### config.mk
export PLATFORM = sky130hd
export DESIGN_NAME = rf_writeback_ctrl
export DESIGN_NICKNAME = d
export VERILOG_FILES = /design/src/rtl/rf_writeback_ctrl.sv
export SDC_FILE = /design/constraint.sdc
export NUM_CORES = 1
export LEC_CHECK = 0
export ABC_AREA = 1
export ABC_CLOCK_PERIOD_IN_PS = 4600
export BUFFER_PORTS_ARGS = -buffer_cell sky130_fd_sc_hd__clkbuf_2
export CAP_MARGIN = 20
export CORE_ASPECT_RATIO = 1.2
export CORE_MARGIN = 10
export CORE_UTILIZATION = 45
export DETAILED_ROUTE_END_ITERATION = 8
export PLACE_DENSITY = 0.67
export SETUP_SLACK_MARGIN = 0.02
export SLEW_MARGIN = 20
export SYNTH_ARGS = -nofsm -noshare
export SYNTH_HDL_FRONTEND = slang
export SYNTH_SLANG_ARGS = --single-unit
### constraint.sdc
create_clock -name i_clk -period 4.6 [get_ports i_clk]
set_input_delay 0.69 -clock i_clk [delete_from_list [all_inputs] [get_ports i_clk]]
set_output_delay 0.69 -clock i_clk [all_outputs]
set_load 0.1 [all_outputs]
### src/rtl/rf_writeback_ctrl.sv
// rf_writeback_ctrl: merges pipeline writebacks and long-latency results into
// one registered register-file write port, and keeps a per-register pending
// scoreboard so that decode can stall on outstanding long-latency writes.
// Optional build macro: RF_WB_STATS_EN adds the o_stall_cnt output counter.
module rf_writeback_ctrl #(
  parameter int unsigned DEPTH = 2
) (
  input  logic        i_clk,
  input  logic        i_rst,
  input  logic        i_issue_valid,
  input  logic [4:0]  i_issue_rd,
  output logic        o_issue_ready,
  input  logic [4:0]  i_rs1_raddr,
  output logic        o_rs1_pending,
  input  logic [4:0]  i_rs2_raddr,
  output logic        o_rs2_pending,
  input  logic        i_pri_wen,
  input  logic [4:0]  i_pri_waddr,
  input  logic [31:0] i_pri_wdata,
  input  logic        i_sec_valid,
  output logic        o_sec_ready,
  input  logic [4:0]  i_sec_waddr,
  input  logic [31:0] i_sec_wdata,
  output logic        o_rd_wen,
  output logic [4:0]  o_rd_waddr,
  output logic [31:0] o_rd_wdata
`ifdef RF_WB_STATS_EN
  ,
  output logic [31:0] o_stall_cnt
`endif
);

  localparam int unsigned AW = (DEPTH > 1) ? $clog2(DEPTH) : 1;
  localparam int unsigned CW = $clog2(DEPTH) + 1;

  logic [4:0]    fifo_addr [DEPTH];
  logic [31:0]   fifo_data [DEPTH];
  logic [AW-1:0] wr_ptr;
  logic [AW-1:0] rd_ptr;
  logic [CW-1:0] count;
  logic          full;
  logic          empty;
  logic          pri_act;
  logic          sec_push;
  logic          sec_pop;
  logic          rd_src_sec;
  logic          issue_set;
  logic [31:0]   pending;
  logic [31:0]   pending_nxt;

  assign full      = (count == CW'(DEPTH));
  assign empty     = (count == '0);
  assign pri_act   = i_pri_wen && (i_pri_waddr != 5'd0);
  assign sec_push  = i_sec_valid && !full && (i_sec_waddr != 5'd0);
  assign sec_pop   = !pri_act && !empty;
  assign issue_set = i_issue_valid && o_issue_ready && (i_issue_rd != 5'd0);

  assign o_sec_ready   = !full;
  assign o_issue_ready = (i_issue_rd == 5'd0) || !pending[i_issue_rd];
  assign o_rs1_pending = pending[i_rs1_raddr];
  assign o_rs2_pending = pending[i_rs2_raddr];

  // FIFO storage; contents need no reset since occupancy gates every read
  always_ff @(posedge i_clk) begin
    if (sec_push) begin
      fifo_addr[wr_ptr] <= i_sec_waddr;
      fifo_data[wr_ptr] <= i_sec_wdata;
    end
  end

  // FIFO pointers and occupancy; a pop frees its slot only from the next cycle
  always_ff @(posedge i_clk) begin
    if (i_rst) begin
      wr_ptr <= '0;
      rd_ptr <= '0;
      count  <= '0;
    end else begin
      if (sec_push) wr_ptr <= wr_ptr + AW'(1);
      if (sec_pop)  rd_ptr <= rd_ptr + AW'(1);
      count <= count + CW'(sec_push) - CW'(sec_pop);
    end
  end

  // Registered write port: primary always wins, FIFO head drains when idle
  always_ff @(posedge i_clk) begin
    if (i_rst) begin
      o_rd_wen   <= 1'b0;
      o_rd_waddr <= 5'd0;
      o_rd_wdata <= 32'd0;
      rd_src_sec <= 1'b0;
    end else if (pri_act) begin
      o_rd_wen   <= 1'b1;
      o_rd_waddr <= i_pri_waddr;
      o_rd_wdata <= i_pri_wdata;
      rd_src_sec <= 1'b0;
    end else if (!empty) begin
      o_rd_wen   <= 1'b1;
      o_rd_waddr <= fifo_addr[rd_ptr];
      o_rd_wdata <= fifo_data[rd_ptr];
      rd_src_sec <= 1'b1;
    end else begin
      o_rd_wen   <= 1'b0;
      rd_src_sec <= 1'b0;
    end
  end

  // Scoreboard next state: clear on secondary commit, set on issue (set wins)
  always_comb begin
    pending_nxt = pending;
    if (o_rd_wen && rd_src_sec) pending_nxt[o_rd_waddr] = 1'b0;
    if (issue_set) pending_nxt[i_issue_rd] = 1'b1;
    pending_nxt[0] = 1'b0;
  end

  // Scoreboard register
  always_ff @(posedge i_clk) begin
    if (i_rst) pending <= '0;
    else       pending <= pending_nxt;
  end

`ifdef RF_WB_STATS_EN
  logic [1:0] stall_inc;

  assign stall_inc = {1'b0, pri_act && !empty} + {1'b0, i_sec_valid && full};

  // Wrapping count of blocked pops plus refused secondary offers
  always_ff @(posedge i_clk) begin
    if (i_rst) o_stall_cnt <= 32'd0;
    else       o_stall_cnt <= o_stall_cnt + 32'(stall_inc);
  end
`endif

endmodule

# Yosys cells after proc, flatten, opt, wreduce, memory -nomap -nowiden

Memories as Yosys holds them, arrays and structs flattened. A register that Yosys moved wholly into a read port is not among the register bits.
Cells that the tools add are included.

Output and inout bits: 42
RAM bits: 74
Register bits: 75
Input bits: 94
Memories kept: 2
Logic and storage cells: 70

Memories:

| memory    | words | width | rd ports | clocked after Yosys merged registers in | write ports | RTL line | text |
|---|---|---|---|---|---|---|---|
| fifo_data | 2     | 32    | 1        | 1                                       | 1           | 37       | `logic [31:0] fifo_data [DEPTH];` |
| fifo_addr | 2     | 5     | 1        | 1                                       | 1           | 36       | `logic [4:0] fifo_addr [DEPTH];` |

Reduce and logical (&&, ||, !) cells: 20
Mux-type cells: 24
Magnitude comparators: 6
Equality and inequality tests: 2
$add $sub $neg: 4
Bitwise logic cells: 3

Operators by type and width:

| cell                | number |
|---|---|
| $mux 32             | 4 |
| $and 32x32->32      | 1 |
| $not 32->32         | 1 |
| $or 32x32->32       | 1 |
| $lt 5x6->1 const B  | 4 |
| $bmux 1 s5          | 3 |
| $reduce_bool 5->1   | 3 |
| $mux 1              | 13 |
| $demux 1 s5         | 2 |
| $ge 5x1->1 const B  | 2 |
| $mux 5              | 2 |
| $logic_and 1x1->1   | 9 |
| $logic_not 5->1     | 1 |
| $logic_not 1->1     | 4 |
| $add 1x1->1 const B | 2 |
| $add 2x1->2         | 1 |
| $eq 2x2->1 const B  | 1 |
| $logic_not 2->1     | 1 |
| $ne 2x1->1 const B  | 1 |
| $reduce_or 2->1     | 1 |
| $sub 2x1->2         | 1 |
| $logic_or 1x1->1    | 1 |

# Depth between registers and ports, before layout

Gate-level depths: netlist (run 1).

Depth after elaboration: 9
Mapped depth: 13
Mapped depth without buffers: 11

# Least setup slack after synthesis (run 1)

OpenSTA, ideal clock, no wires.

Kind: input port to output port
Start point: input i_issue_rd[0]
End point: output o_issue_ready
Cell stages on the path: 7
Slack: -0.297 ns
Arrival time: 4.207 ns
Data required time: 3.910 ns
Buffers on the path: 2
Path through: buf_6 buf_2 nand3_1 nand3_1 nand2_1 nand2_1 nor4_1

Word-level cells in the longest chain between the ends: 4
Elaborated cells between the ends (all ways): 5
Those cells by class: mux: 2; reduce/logical: 3

Ends and longest elaborated chain:

| what                         | RTL line | text |
|---|---|---|
| start, declared              | 11       | `input logic [4:0] i_issue_rd,` |
| $bmux 1 s5                   | 59       | `assign o_issue_ready = (i_issue_rd == 5'd0) \|\| !pending[i_issue_rd];` |
| $mux 1 (implied by the code) | 59       |  |
| $logic_not 1->1              | 59       |  |
| $logic_or 1x1->1 (*)         | 59       |  |
| end, declared                | 12       | `output logic o_issue_ready,` |

Mark *: on every way between the ends. The rest lies on a longest branch, timed or not. The select of a mux whose other input is x is not followed.

# Final worst setup path (run 1)

Start point: input i_rs2_raddr[0]
End point: output o_rs2_pending

Word-level cells in the longest chain between the ends: 2

Ends and longest elaborated chain:

| what                         | RTL line | text |
|---|---|---|
| start, declared              | 15       | `input logic [4:0] i_rs2_raddr,` |
| $bmux 1 s5                   | 61       | `assign o_rs2_pending = pending[i_rs2_raddr];` |
| $mux 1 (implied by the code) | 61       |  |
| end, declared                | 16       | `output logic o_rs2_pending,` |

No other way between the ends. The select of a mux whose other input is x is not followed.

==> impl_results.rst, run 1 <==
.. list-table::
   :header-rows: 1

   * - Metric
     - Value
   * - Run status
     - completed
   * - Highest signal layer in the routed design
     - met5
   * - Synthesized-area fraction occupied by adder cells
     - 0.366%
   * - Area growth from synthesis to layout
     - 20.6%
   * - Length of the first detailed-routing pass in iterations
     - 5
   * - Y dimension of the die
     - 155 µm
   * - Cell with the most instances after synthesis
     - nand2_1
   * - Reg-to-reg critical path startpoint
     - count[1]$_SDFF_PP0_
   * - Endpoint class of the critical path
     - output port
   * - Instance count along the most critical hold path
     - 1
   * - Synthesized-area fraction occupied by xor and xnor cells
     - 0.128%
   * - Count of flip-flops with a built-in enable after synthesis
     - 74
   * - Number of distinct library cells after synthesis
     - 30
   * - Max-cap violations
     - 0
   * - Top post-synthesis cells by count
     - nand2_1, o21ai_0, nor2_1
   * - Worst Setup Start Kind
     - input port
   * - Reg-to-reg endpoint
     - count[1]$_SDFF_PP0_
   * - Pin count of the biggest net entering global routing
     - 48
   * - Synth Area in Compound Gates
     - 15.7%
   * - Share of synthesized area occupied by flip-flops and latches
     - 54.5%
   * - Antenna diode count
     - 0
   * - Count of cells along the worst register-to-register path
     - 11
   * - End point of the most critical hold path
     - fifo_data[1][19]$_DFFE_PP_
   * - Width of the chip
     - 133 µm
   * - Cells taking the most area after synthesis
     - edfxtp_1, dfxtp_1, nand2_1
   * - Share of final-layout standard cells stronger than drive strength 1
     - 21.2%
   * - Warnings, synthesis
     - 0
   * - FFs w/ async S/R, synth
     - 0%
   * - Seq cells post-synth
     - 149
   * - Drc violations
     - 0
   * - Top-Level Pins
     - 136
   * - Wirelength, routed
     - 19700 µm
   * - Clock buffer depth
     - 2
   * - Mean Syn Cell Area
     - 8.74 µm²
   * - Fraction of the core area covered by cells at the end of the flow
     - 55.1%
   * - Clock tree root driver cell
     - clkbuf_16
   * - Ys flop type
     - dfxtp_1
   * - Post-route antenna net violation count
     - 0
   * - Least-Margin Pin Slew
     - 0.985 ns
   * - TritonCTS Buffers
     - 17
   * - Vias per std cell
     - 5.46
   * - Via count of the routed design
     - 6112
   * - Number of antenna violations at the first check in global routing
     - 1
   * - Leading area contributor after synthesis
     - edfxtp_1
   * - CTS clk-pin slew, worst paths
     - 0.07 ns
   * - Worst EP arrival
     - 2.35 ns
   * - Clock tree from TritonCTS
     - done
   * - Count of input and output buffers
     - 135
   * - Clock tree sinks
     - 149
   * - Main combinational cell family by area after synthesis
     - simple AND/OR/NAND/NOR gates
   * - Violation count after the first detailed-routing iteration
     - 550
   * - Required time at the endpoint of the critical path
     - 3.91 ns
   * - Die area
     - 20500 µm²
   * - Final worst clock skew
     - 0.0150 ns
   * - First-pass GRT wire length
     - 31200 µm
   * - Multiplexer share of the synthesized area
     - 2.64%
   * - Power per standard cell area
     - 506 nW/µm²
   * - Routed metal-1 wirelength
     - 7730 µm
   * - Post-Synthesis Cells
     - 782
   * - Synthesized area
     - 6840 µm²
   * - Clk_lat worst skew
     - 0.43 ns
   * - Endpoints failing hold
     - 0
   * - Largest voltage drop on the vdd net
     - 0.338 mV
   * - Core ar.
     - 15000 µm²
   * - Class of the worst hold path
     - in2reg
   * - Largest fanout on the critical path
     - 17
   * - Routed wl met2
     - 9560 µm
   * - Routed met3 length
     - 1810 µm
   * - Wirelength per Cell
     - 17.6 µm
   * - HPWL after detailed placement
     - 13600 µm
   * - Fraction of the cycle the final worst path needs
     - 66.1%
   * - Total of fill cells in the finished design
     - 1404
   * - Post-Synthesis Net Count
     - 878
   * - All-layer global routing usage
     - 18.8%
   * - Share of the synthesized area in the top cell type
     - 32.5%
   * - Setup slack of the worst register-to-register path
     - 2.19 ns
   * - GRT overflow
     - 0
   * - Clock period minus worst slack
     - 3.04 ns
   * - Final setup TNS
     - 0 ns
   * - Slew Viols, Final
     - 0
   * - Via count of the first global-routing pass
     - 5909
   * - H-tree levels
     - 4
   * - Post-cts repair resize count
     - 0
   * - Hold bufs inserted after CTS
     - 0
   * - Final Setup Violations
     - 0
   * - Highest achievable clock rate
     - 329 MHz
   * - DP Area
     - 7600 µm²
   * - Static leakage power
     - 3.34 nW
   * - Setup CP Type
     - in2out
   * - Synthesized-area fraction occupied by and/or/nand/nor cells
     - 21.0%
   * - Final instance area
     - 8250 µm²
   * - Row count
     - 49
   * - Worst rel slew slack
     - 34.3%
   * - Net total in the final layout
     - 998
   * - Starting Density
     - 45.7%
   * - Final weighted congestion in routability-driven placement
     - 0.917
   * - Setup repair after global routing missed its margin
     - false
   * - Hold Crit Start
     - i_sec_wdata[19]
   * - Total setup buffers inserted after CTS
     - 0
-- where the power goes --
part,internal (mW),total [mW],switching (mW)
Sequential,1.59,1.70,0.117
Combinational,0.258,1.16,0.906
Clock,0.714,1.31,0.594
-- logic make-up after synthesis --
logic type               after synthesis
buffers and inverters                 88
AND/OR/NAND/NOR                      334
XOR/XNOR                               1
multiplexers                          18
flip-flops                           149
AO/OA/AOI/OAI                        190
adder cells (fa/ha/maj)                2
-- layout make-up --
| class | count | area, µm² | area share, % |
|---|---|---|---|
| Tap cell | 204 | 255 | 3.10 |
| Multi-Input combinational cell | 545 | 2750 | 33.3 |
| Inverter | 49 | 186 | 2.26 |
| Clock buffer | 17 | 425 | 5.16 |
| Sequential cell | 149 | 3720 | 45.2 |
| Timing Repair Buffer | 140 | 766 | 9.29 |
| Clock inverter | 15 | 140 | 1.70 |
-- per-layer routing --
metal / vias up / GRT usage [%]
met5: - / 0
li1: 2983 / -
met1: 2815 / 21.8
met4: 2 / 8.08
met2: 272 / 30.9
met3: 40 / 6.67
-- placed cells by master, fill, tap and decap left out, drive strengths merged --
cell        n
nand2     169
inv        56
o211ai     18
clkbuf    152
nor4        1
a22o        3
nor3       11
nand3      29
nand4      31
mux2i      18
a21oi      54
buf         5
or2        12
xor2        1
dfxtp      75
a31oi      14
ha          2
edfxtp     74
nor2       81
clkinvlp    1
a21boi      1
o21ai      87
o221ai     13
clkinv      7
-- worst max-delay path by stage --
stage / from / end / slack, ns / cells past startpoint
finish: i_rs2_raddr[0] / o_rs2_pending / 1.56 / 9
global route: i_rs2_raddr[0] / o_rs2_pending / 1.34 / 9
CTS: i_rs2_raddr[0] / o_rs2_pending / 1.57 / 9
detailed placement: i_pri_waddr[2] / count[1]$_SDFF_PP0_ / 1.54 / 13
global placement: i_pri_waddr[2] / count[1]$_SDFF_PP0_ / 1.58 / 13
floorplan: i_issue_rd[0] / o_issue_ready / 0.88 / 7
-- sequential cells by signal, summed over array words and instances, names as in the netlist, named ones only --
| register | cells |
|---|---|
| count | 2 |
| fifo_addr | 10 |
| fifo_data | 64 |
| o_rd_waddr | 5 |
| o_rd_wdata | 32 |
| o_rd_wen | 1 |
| pending | 31 |
| rd_ptr | 1 |
| rd_src_sec | 1 |
| wr_ptr | 1 |
-- worst max-delay path, stage by stage --
cell and delay, ns:
clkbuf_2 0.20, inv_1 0.38, o21ai_0 0.15, o221ai_1 0.21, nand3_1 0.10, nand2_1 0.06, nand2_1 0.04, nand2_1 0.05
clkbuf_2 0.45
-- metrics by stage --
stage | total power [mW] | hold slack [ns] | setup WS (ns) | std cells
after detailed placement | 2.88 | 0.442 | 1.54 | 1084
after CTS | 4.19 | 0.439 | 1.57 | 1116
final | 4.18 | 0.446 | 1.56 | 1119
after floorplan | 2.61 | 0.426 | 0.876 | 782
after global routing | 4.37 | 0.440 | 1.34 | 1119
after global placement | 2.87 | 0.428 | 1.58 | 1084
Note: power is estimated with default switching activity, not from simulation.
==> inputs of run 2 (changes only) <==
ABC_CLOCK_PERIOD_IN_PS = 3090   (was 4600)
clock period = 3.09 ns   (was 4.6 ns; I/O delays follow)
==> impl_results.rst, run 2 (synthesis results as in run 1) <==
.. list-table::
   :header-rows: 1

   * - Metric
     - Value
   * - All-layer global routing usage
     - 18.7% (-0.13 points)
   * - Area growth from synthesis to layout
     - 20.8%
   * - Setup repair after global routing missed its margin
     - false
   * - Core ar.
     - 15000 µm² (unchanged)
   * - Worst EP arrival
     - 2.11 ns (-0.24 ns)
   * - Class of the worst hold path
     - in2reg
   * - Total setup buffers inserted after CTS
     - 0 (unchanged)
   * - Cell-by-cell trace of the critical path
     - clkbuf_2, inv_1, o21ai_0, o21ai_0, o211ai_1, nand2_1, nand2_1, nand2_1, clkbuf_2
   * - Biggest register
     - fifo_data
   * - Combined buffer and inverter count along the critical path
     - 3 (unchanged)
   * - Power per standard cell area
     - 759 nW/µm² (+50%)
   * - Width of the chip
     - 133 µm (unchanged)
   * - Least-Margin Pin Slew
     - 0.690 ns (-0.295 ns)
   * - Largest fanout on the critical path
     - 17 (unchanged)
   * - Post-route setup slack
     - 0.512 ns (-1.05 ns)
   * - Clock tree root driver cell
     - clkbuf_16
   * - Row count
     - 49 (unchanged)
   * - Post-layout instance count excluding filler cells
     - 1123 (+0.36%)
   * - Drc violations
     - 0 (unchanged)
   * - Number of cells after detailed placement
     - 1091 (+0.65%)
   * - Starting Density
     - 45.7% (unchanged)
   * - Cell type of the slowest stage on the worst timing path
     - clkbuf_2
   * - Worst rel slew slack
     - 53.9% (+20 points)
   * - CTS clk-pin slew, worst paths
     - 0.07 ns (about the same)
   * - GRT busiest layer
     - met2
   * - Clock tree sinks
     - 149 (unchanged)
   * - Clock period minus worst slack
     - 2.58 ns
   * - Number of antenna violations at the first check in global routing
     - 0 (-1)
   * - H-tree levels
     - 4 (unchanged)
   * - Highest achievable clock rate
     - 388 MHz
   * - Clk_lat worst skew
     - 0.42 ns (about the same)
   * - Fraction of the core area covered by cells at the end of the flow
     - 55.2% (+0.075 points)
   * - Library cell appearing most often on the critical path
     - nand2_1
   * - Count of cells along the worst register-to-register path
     - 5 (-6)
   * - Antenna diode count
     - 0 (unchanged)
   * - Fraction of the cycle the final worst path needs
     - 83.4%
   * - Required time at the endpoint of the critical path
     - 2.63 ns (-1.28 ns)
   * - Global-route track usage on met2
     - 32.7% (+1.8 points)
   * - Final Setup Violations
     - 0 (unchanged)
   * - Count of input and output buffers
     - 135 (unchanged)
   * - Setup slack of the worst register-to-register path
     - 1.20 ns (-0.99 ns)
   * - First-pass GRT wire length
     - 30900 µm (-0.75%)
   * - Clock tree from TritonCTS
     - done
   * - Cell depth of the worst setup path
     - 9 (unchanged)
   * - Top library cells by usage in the layout, fill and taps aside
     - nand2_1, clkbuf_2, o21ai_0
   * - Die area
     - 20500 µm² (unchanged)
   * - Flip-flop count of the largest register, all copies and words added
     - 64 (unchanged)
   * - Gate family responsible for the most delay along the worst path
     - buffers and inverters
   * - Y dimension of the die
     - 155 µm (unchanged)
   * - Endpoints failing hold
     - 0 (unchanged)
   * - Instance count along the most critical hold path
     - 1 (unchanged)
   * - Max-cap violations
     - 0 (unchanged)
   * - Net total in the final layout
     - 1002 (+0.40%)
   * - Share of final-layout standard cells stronger than drive strength 1
     - 21.5% (+0.34 points)
   * - Hold bufs inserted after CTS
     - 0 (unchanged)
   * - Violation count after the first detailed-routing iteration
     - 518 (-5.8%)
   * - Worst hold slack
     - 0.228 ns (-0.218 ns)
   * - Biggest cell delay along the critical path
     - 0.44 ns (about the same)
   * - Met1 track demand over resource in global routing
     - 20.3% (-1.5 points)
   * - Length of the first detailed-routing pass in iterations
     - 5 (unchanged)
   * - Final weighted congestion in routability-driven placement
     - 0.925 (+0.89%)
   * - Via count of the first global-routing pass
     - 6067 (+2.7%)
   * - Final setup TNS
     - 0 ns (unchanged)
   * - HPWL after detailed placement
     - 13900 µm (+1.9%)
   * - Slew Viols, Final
     - 0 (unchanged)
   * - Endpoint class of the critical path
     - output port
   * - Final worst clock skew
     - 0.00820 ns (-0.00683 ns)
   * - DP Worst Slack
     - 0.529 ns (-1.01 ns)
   * - Wirelength, routed
     - 19500 µm (-0.71%)
   * - Clock buffer depth
     - 2 (unchanged)
   * - GRT overflow
     - 0 (unchanged)
   * - Static leakage power
     - 3.36 nW (+0.74%)
   * - Top-Level Pins
     - 136 (unchanged)
   * - Wirelength per Cell
     - 17.4 µm (-1.1%)
   * - Most common library cell in the layout ignoring fill and taps
     - nand2_1
   * - Post-cts repair resize count
     - 0 (unchanged)
   * - Pin count of the biggest net entering global routing
     - 47 (-2.1%)
   * - Via count of the routed design
     - 6074 (-0.62%)
   * - Largest voltage drop on the vdd net
     - 0.529 mV (+56%)
   * - Total of fill cells in the finished design
     - 1446 (+3.0%)
   * - Setup CP Type
     - in2out
   * - Met3 track demand over resource in global routing
     - 5.86% (-0.81 points)
   * - Post-route antenna net violation count
     - 0 (unchanged)
   * - Run status
     - completed
   * - Worst Setup Start Kind
     - input port
   * - Vias per std cell
     - 5.41 (-0.98%)
   * - TritonCTS Buffers
     - 17 (unchanged)
   * - Top flop regs
     - fifo_data: 64 flops, o_rd_wdata: 32 flops, pending: 31 flops
## run 2: worst reg2reg max path, delay by kind of cell, from the launching register on
kind                   cells  cell delay, ns
buffers and inverters      2            0.49
flip-flops                 1            0.35
AND/OR/NAND/NOR            2            0.43
AO/OA/AOI/OAI              1            0.23
## run 2: routing by layer
layer / up-vias / part of all wire, %
li1: 2993 / -
met1: 2823 / 39
met2: 207 / 50
met3: 51 / 7.4
met4: 0 / 3.2
met5: - / 0
## run 2: layout make-up
class	instances	area [µm²]	area share, %
clock inverter	15	153	1.85
tap	204	255	3.09
clock buffer	17	425	5.15
inverter	49	186	2.26
multi-input combinational	545	2760	33.4
timing repair buffer	144	756	9.15
sequential	149	3720	45.1
## run 2: where the power goes
group          switching (mW)  internal (mW)  total, mW
combinational            1.41          0.389       1.79
clock                   0.915           1.08       2.00
sequential              0.111           2.36       2.47
total                    2.43           3.83       6.26
## run 2: final timing paths
kind	to	from
setup / recovery	o_rs1_pending	i_rs1_raddr[0]
hold / removal	fifo_data[1][16]$_DFFE_PP_	i_sec_wdata[16]
setup reg to reg	fifo_data[0][31]$_DFFE_PP_	count[0]$_SDFF_PP0_
hold reg to reg	flop	rd_ptr$_SDFFE_PP0P_
## run 2: metrics by stage
step | instance area, µm² | power [mW]
final | 8260 | 6.26
after global routing | 8260 | 6.57
after CTS | 8260 | 6.33
after detailed placement | 7680 | 4.33
after global placement | 7680 | 4.30
after floorplan | 6850 | 3.88
==> inputs of run 3 (changes only) <==
ABC_CLOCK_PERIOD_IN_PS = 2400   (was 3090)
clock period = 2.4 ns   (was 3.09 ns; I/O delays follow)
==> impl_results.rst, run 3 (synthesis results as in run 1) <==
.. list-table::
   :header-rows: 1

   * - Metric
     - Value
   * - All-layer global routing usage
     - 19.0% (+0.29 points)
   * - Power per standard cell area
     - 970 nW/µm² (+28%)
   * - Antenna diode count
     - 0 (unchanged)
   * - Endpoints failing hold
     - 0 (unchanged)
   * - Static leakage power
     - 3.44 nW (+2.3%)
   * - CTS clk-pin slew, worst paths
     - 0.07 ns (about the same)
   * - Cell type of the slowest stage on the worst timing path
     - nor4_4
   * - Final setup TNS
     - 0 ns (unchanged)
   * - Via count of the first global-routing pass
     - 6085 (+0.30%)
   * - Share of final-layout standard cells stronger than drive strength 1
     - 22.2% (+0.68 points)
   * - Wirelength, routed
     - 19600 µm (+0.54%)
   * - Y dimension of the die
     - 155 µm (unchanged)
   * - Clock tree from TritonCTS
     - done
   * - Gate family responsible for the most delay along the worst path
     - simple AND/OR/NAND/NOR gates
   * - Count of input and output buffers
     - 135 (unchanged)
   * - Library cell appearing most often on the critical path
     - nand2_1
   * - Worst rel slew slack
     - 61.3% (+7.4 points)
   * - Vias per std cell
     - 5.43 (+0.40%)
   * - H-tree levels
     - 4 (unchanged)
   * - Total setup buffers inserted after CTS
     - 0 (unchanged)
   * - Drc violations
     - 0 (unchanged)
   * - Biggest register
     - fifo_data
   * - Max-cap violations
     - 0 (unchanged)
   * - GRT overflow
     - 0 (unchanged)
   * - Largest fanout on the critical path
     - 18 (+1)
   * - Net total in the final layout
     - 1011 (+0.90%)
   * - Worst Setup Start Kind
     - input port
   * - Area used by multi-input combinational logic
     - 2760 µm² (unchanged)
   * - TritonCTS Buffers
     - 17 (unchanged)
   * - Starting Density
     - 45.7% (unchanged)
   * - Wirelength per Cell
     - 17.4 µm (-0.17%)
   * - First-pass GRT wire length
     - 31400 µm (+1.5%)
   * - Final Setup Violations
     - 0 (unchanged)
   * - Combined buffer and inverter count along the critical path
     - 3 (unchanged)
   * - Class of the worst hold path
     - in2reg
   * - Via count of the routed design
     - 6142 (+1.1%)
   * - Top flop regs
     - fifo_data: 64 flops, o_rd_wdata: 32 flops, pending: 31 flops
   * - Final weighted congestion in routability-driven placement
     - 0.896 (-3.1%)
   * - Fraction of the core area covered by cells at the end of the flow
     - 56.2% (+1.0 points)
   * - Row count
     - 49 (unchanged)
   * - Endpoint of the worst setup timing path
     - o_issue_ready
   * - Worst EP arrival
     - 1.79 ns (-0.32 ns)
   * - Fraction of the cycle the final worst path needs
     - 89.6%
   * - Cell depth of the worst setup path
     - 9 (unchanged)
   * - DP Worst Slack
     - 0.260 ns (-0.269 ns)
   * - Least-Margin Pin Slew
     - 0.583 ns (-0.107 ns)
   * - Final worst clock skew
     - 0.00982 ns (+0.00162 ns)
   * - Post-route antenna net violation count
     - 0 (unchanged)
   * - Top-Level Pins
     - 136 (unchanged)
   * - Total of fill cells in the finished design
     - 1450 (+0.28%)
   * - Register area
     - 3720 µm² (unchanged)
   * - Clock buffer depth
     - 2 (unchanged)
   * - Post-cts repair resize count
     - 0 (unchanged)
   * - Top library cells by usage in the layout, fill and taps aside
     - nand2_1, clkbuf_2, o21ai_0
   * - Reg-to-reg endpoint
     - count[1]$_SDFF_PP0_
   * - Setup CP Type
     - in2out
   * - Area growth from synthesis to layout
     - 23.0%
   * - Length of the first detailed-routing pass in iterations
     - 5 (unchanged)
   * - Violation count after the first detailed-routing iteration
     - 485 (-6.4%)
   * - Biggest cell delay along the critical path
     - 0.35 ns (-0.09 ns)
   * - Clock period minus worst slack
     - 2.15 ns
   * - Slew Viols, Final
     - 0 (unchanged)
   * - Run status
     - completed
   * - CP startpoint
     - i_issue_rd[0]
   * - Core ar.
     - 15000 µm² (unchanged)
   * - Pin count of the biggest net entering global routing
     - 33 (-30%)
   * - Setup repair after global routing missed its margin
     - false
   * - Clock tree sinks
     - 149 (unchanged)
   * - Cell-by-cell trace of the critical path
     - clkbuf_2, inv_4, nor2_1, nand2_1, nand3_1, nand2_1, nand2_1, nor4_4, buf_12
   * - Number of antenna violations at the first check in global routing
     - 0 (unchanged)
   * - Highest achievable clock rate
     - 465 MHz
   * - Required time at the endpoint of the critical path
     - 2.04 ns (-0.59 ns)
   * - Width of the chip
     - 133 µm (unchanged)
   * - Post-route setup slack
     - 0.250 ns (-0.262 ns)
   * - Most common library cell in the layout ignoring fill and taps
     - nand2_1
   * - Count of cells along the worst register-to-register path
     - 9 (+4)
   * - Die area
     - 20500 µm² (unchanged)
   * - Setup slack of the worst register-to-register path
     - 0.61 ns (-0.59 ns)
   * - Endpoint class of the critical path
     - output port
   * - Clk_lat worst skew
     - 0.42 ns (about the same)
   * - HPWL after detailed placement
     - 14100 µm (+1.5%)
   * - Hold bufs inserted after CTS
     - 0 (unchanged)
   * - Reg-to-reg critical path startpoint
     - count[0]$_SDFF_PP0_
   * - Clock tree root driver cell
     - clkbuf_16
   * - Largest voltage drop on the vdd net
     - 0.896 mV (+69%)
   * - Flip-flop count of the largest register, all copies and words added
     - 64 (unchanged)
[run 3: area by class of cell]
class                           count  area share, %
Timing Repair Buffer              153           10.8
Clock inverter                     14           1.86
Clock buffer                       17           5.06
Multi-Input combinational cell    545           32.8
Tap cell                          204           3.03
Sequential cell                   149           44.3
Inverter                           49           2.22
[run 3: worst min-delay path by stage]
| stage | startpoint | to | depth (start not counted) |
|---|---|---|---|
| 6_report | i_sec_wdata[16] | fifo_data[1][16]$_DFFE_PP_ | 1 |
| 5_1_grt | i_sec_wdata[15] | fifo_data[0][15]$_DFFE_PP_ | 1 |
| 4_1_cts | i_sec_wdata[16] | fifo_data[0][16]$_DFFE_PP_ | 1 |
| 3_5_place_dp | rd_ptr$_SDFFE_PP0P_ | flop | 1 |
| 3_3_place_gp | rd_ptr$_SDFFE_PP0P_ | flop | 1 |
| 2_1_floorplan | rd_ptr$_SDFFE_PP0P_ | flop | 1 |
[run 3: per-layer routing]
metal	share of wire, %	GRT usage (%)	up-vias	routed length [µm]
li1	-	-	3007	-
met1	40	21.6	2888	7840
met5	0	0	-	0
met2	51	33.1	222	9990
met4	1.4	5.82	0	281
met3	7.7	6.15	25	1520
[run 3: stage by stage]
step,hold WS [ns],power [mW],instance area [µm²],std cells
after CTS,0.110,8.23,8410,1131
after detailed placement,0.437,5.61,7830,1100
after global placement,0.429,5.58,7830,1100
final,0.125,8.16,8410,1131
after global routing,0.105,8.52,8410,1131
after floorplan,0.426,5.00,6860,782
[run 3: power breakdown]
| part | leakage [nW] | switching [mW] | internal [mW] | total (mW) |
|---|---|---|---|---|
| logic | 1.85 | 1.80 | 0.536 | 2.34 |
| clock network | 0.289 | 1.14 | 1.48 | 2.62 |
| registers | 1.30 | 0.160 | 3.04 | 3.20 |
| total | 3.44 | 3.10 | 5.06 | 8.16 |
